[src/rtl/serial_adder.sv]
// serial_adder: bit-serial WIDTH-bit adder, one full-adder cell and a carry flop,
// LSB first, valid/ready handshakes on the operand and result sides.
module serial_adder #(
    parameter int WIDTH = 8
) (
    input  logic             clk,
    input  logic             rst_n,
    input  logic             in_valid,
    output logic             in_ready,
    input  logic [WIDTH-1:0] a,
    input  logic [WIDTH-1:0] b,
    input  logic             cin,
    output logic             out_valid,
    input  logic             out_ready,
    output logic [WIDTH-1:0] sum,
    output logic             cout,
    output logic             busy
);
    localparam int CW = $clog2(WIDTH);

    typedef enum logic [1:0] {IDLE, ADD, DONE} state_t;

    state_t           state, state_nx;
    logic [WIDTH-1:0] a_sh, b_sh, res;
    logic             carry;
    logic [CW-1:0]    cnt;
    logic             s, c_nx, last;

    assign s    = a_sh[0] ^ b_sh[0] ^ carry;
    assign c_nx = (a_sh[0] & b_sh[0]) | (a_sh[0] & carry) | (b_sh[0] & carry);
    assign last = cnt == CW'(WIDTH - 1);

    assign in_ready  = rst_n && state == IDLE;
    assign out_valid = state == DONE;
    assign busy      = state != IDLE;

    always_comb begin
        state_nx = state;
        case (state)
            IDLE:    state_nx = in_valid ? ADD : IDLE;
            ADD:     state_nx = last ? DONE : ADD;
            DONE:    state_nx = out_ready ? IDLE : DONE;
            default: state_nx = IDLE;
        endcase
    end

    always_ff @(posedge clk or negedge rst_n) begin
        if (!rst_n) state <= IDLE;
        else        state <= state_nx;
    end

    // sum/cout are separate registers so they hold after the result is taken
    always_ff @(posedge clk or negedge rst_n) begin
        if (!rst_n) begin
            a_sh  <= '0;
            b_sh  <= '0;
            res   <= '0;
            carry <= 1'b0;
            cnt   <= '0;
            sum   <= '0;
            cout  <= 1'b0;
        end else if (state == IDLE && in_valid) begin
            a_sh  <= a;
            b_sh  <= b;
            carry <= cin;
            cnt   <= '0;
        end else if (state == ADD) begin
            a_sh  <= a_sh >> 1;
            b_sh  <= b_sh >> 1;
            res   <= {s, res[WIDTH-1:1]};
            carry <= c_nx;
            cnt   <= cnt + CW'(1);
            if (last) begin
                sum  <= {s, res[WIDTH-1:1]};
                cout <= c_nx;
            end
        end
    end
endmodule

[config.mk]
export PLATFORM = sky130hd
export DESIGN_NAME = serial_adder
export DESIGN_NICKNAME = d
export VERILOG_FILES = /design/src/rtl/serial_adder.sv
export SDC_FILE = /design/constraint.sdc
export NUM_CORES = 1
export LEC_CHECK = 0
export BUFFER_PORTS_ARGS = -buffer_cell sky130_fd_sc_hd__buf_2
export CAP_MARGIN = 20
export CORE_MARGIN = 10
export CORE_UTILIZATION = 49
export DETAILED_ROUTE_END_ITERATION = 6
export PLACE_DENSITY = 0.83
export SLEW_MARGIN = 20
export SYNTH_ARGS = -nofsm -noshare
export SYNTH_HDL_FRONTEND = slang
export SYNTH_SLANG_ARGS = --single-unit
export TNS_END_PERCENT = 5
[constraint.sdc]
create_clock -name clk -period 1.65 [get_ports clk]
set_clock_uncertainty 0.1 [all_clocks]
set_input_delay 0.33 -clock clk [delete_from_list [all_inputs] [get_ports clk]]
set_output_delay 0.33 -clock clk [all_outputs]
set_load 0.01 [all_outputs]
==> flow_summary.toml <==
[status]
outcome = "finished with violations"
violations = "negative setup slack"

[synth]
synth.cell_area_sq_um = 1730
syn-num-nets = 147
yosysSeqAreaShare_pct = 55.0
postSynthAreaPerCell_sq_um = 14.1
ys_ff_latch = 38
ys_warn_count = 0
syn_inst = 123
ys_types = 26

[route]
drt_iter0_markers = 54
avgViaCountPerCell = 5.57
routed_wl_mm = 3.72
vias = 1181
drtPass1Iterations = 4
ant_nets = 0
met1_length_mm = 1.57
routedWlPerCell_um = 17.5
met3_length_um = 189
met2RoutedLength_mm = 1.87
remaining_drc_errors = 0
top_layer = "met4"

[cells_and_area]
final_common_cell = "dfrtp_1"
area_growth_pct = 27.1
nets = 189
antenna_cells = 0
drive_gt1_share_pct = 46.4
fillers = 263
final_cell_mix = "dfrtp_1 (38), buf_2 (31), or4b_1 (14), o221a_2 (14)"
finalNonFillerCells = 212

[die]
coreArea_sq_um = 3360
num_rows = 21
io_pins = 33
dieArea_sq_um = 6310
start_util_pct = 51.4
die_y_um = 79.4
die_w_um = 79.4

[sta]
hold_viol_final = 0
slew-limit-headroom_pct = 69.1
rsz0062_at_grt = "yes"
finalSetupViolCount = 25
hold_ws_ns = 0.0538
layout_setup_ws_ns = -0.144
fin_tns_setup_ns = -1.72
fin_crit_ns = 1.79
fin_crit_sh_pct = 109
tightest_slew_ns = 0.463
finalMaxSlewViolations = 0
max_freq_mhz = 557

[hold_path]
hp-class = "in2reg"
min_to = "state[1]"
whs_path_depth = 2
worstHoldStart = "out_ready"

[placed_design]
hpwl_mm = 2.47
place.gp.congestion = 0.768
dp_cells = 196
dp_slack_ns = 0.0352
io_buffers = 32

[grt]
grt_max_degree = 39
antenna_found_initial = 0
grt_pass1_vias = 1287
grt_overflow_total = 0
grt.total_usage_pct = 12.1
grt_pass1_wl_mm = 6.12

[setup_path]
reg2reg_depth = 6
crit_required_ns = 1.22
path_cells = "buf_12 > or2_1 > nor2_1 > buf_2"
cp-end-kind = "primary output"
critical_path_buf_inv_count = 2
r2r_start = "state[0]"
cp_top_family = "flip-flops"
critPathLaunchType = "flip-flop"
r2r-end = "sum[3]"
reg2reg_setup_slack_ns = -0.12
crit_type = "reg2out"
slowest_delay_ns = 0.42
slowest_stage = "dfrtp_1"
worstPathMaxFanout = 4
arrival_ns = 1.36

[clock_tree]
htreeDepth = 2
cts-root-buf = "clkbuf_4"
tritoncts = "done"
clock_latency_ns = 0.34
numCtsBuffers = 5
path_clk_slew_ns = 0.11
cts_max_path_buffers = 2
cts_sinks = 38

[power_and_ir_drop]
vdd_drop_max_mv = 0.894
total_power_mw = 3.98
p_leak_nw = 1.04
pwr_density_cell_nw_per_um2 = 1810

[run]
max_cap_violations = 0
[synth_stat cells]
cell type	number	area (sq um)
a211o_1	2	17.5
a211oi_1	1	7.51
a21oi_1	1	5.00
a22o_1	2	17.5
buf_2	6	30.0
buf_6	2	22.5
clkbuf_1	3	11.3
dfrtp_1	38	951
fa_1	1	20.0
ha_1	2	25.0
inv_1	3	11.3
mux2_1	16	180
mux2i_1	1	10.0
nand2b_1	4	25.0
nand3b_1	1	7.51
nor2_1	1	3.75
nor2b_1	1	6.26
nor3b_1	3	22.5
nor4b_1	1	8.76
nor4bb_1	2	20.0
o21ai_1	1	5.00
o21ba_2	1	10.0
o21bai_1	1	7.51
o221a_2	14	158
or2_1	1	6.26
or4b_1	14	140
[through the flow]
| stage | area [sq um] | util (%) |
|---|---|---|
| final | 2200 | 65.4 |
| after global routing | 2200 | 65.4 |
| after CTS | 2130 | 63.4 |
| after detailed placement | 1970 | 58.4 |
| after global placement | 1970 | 58.4 |
| after floorplan | 1730 | - |
[registers in the layout (all words and copies together), names as in the netlist]
| signal | flops |
|---|---|
| cout | 1 |
| a_sh | 8 |
| sum | 8 |
| b_sh | 8 |
| cnt | 3 |
| carry | 1 |
| res | 7 |
| state | 2 |
[worst max-delay path by stage]
| stage | start | to | slack, ns | cells after the start |
|---|---|---|---|---|
| after floorplan | cnt[0] | cout | 0.09 | 5 |
| after global placement | cnt[0] | sum[4] | 0.10 | 5 |
| after detailed placement | cnt[0] | sum[4] | 0.04 | 5 |
| after CTS | state[1] | in_ready | -0.16 | 4 |
| after global routing | state[0] | in_ready | -0.20 | 4 |
| final | state[0] | in_ready | -0.14 | 4 |
[report_power, final]
| group | leakage, nW | internal, mW | total [mW] | switching, mW |
|---|---|---|---|---|
| logic | 0.558 | 1.10 | 1.81 | 0.716 |
| clock network | 0.0353 | 0.206 | 0.498 | 0.292 |
| registers | 0.450 | 1.38 | 1.67 | 0.289 |
[metal layers]
layer / up-vias / GRT usage, %
li1: 562 / -
met1: 582 / 13.7
met2: 27 / 19.7
met3: 10 / 5.52
met4: 0 / 4.30
met5: - / 0
[cells by family after synthesis]
| kind of cell | synth area share [%] |
|---|---|
| flops | 55.0 |
| simple gates | 13.9 |
| fa+ha+maj | 2.60 |
| buf+inv | 4.34 |
| mux | 11.0 |
| compound gates | 13.2 |
[timing repair]
action / in CTS / in global routing
hold buffers: 1 / 0
endpoints found under the setup margin: 3 / 22
gates cloned: 2 / 0
pin swaps: 0 / 5
gates resized for setup: 2 / 12
endpoints found under the hold margin: 38 / 0
setup buffers: 3 / 2
[area by class of cell]
cell class | count | area (sq um) | share of cell area (%)
Clock buffer | 7 | 55.1 | 2.50
Clock inverter | 1 | 5.00 | 0.228
Inverter | 3 | 11.3 | 0.512
Multi-Input combinational cell | 71 | 753 | 34.3
Sequential cell | 38 | 951 | 43.3
Tap cell | 46 | 57.6 | 2.62
Timing Repair Buffer | 46 | 365 | 16.6
Power figures use the tool's default switching activity.
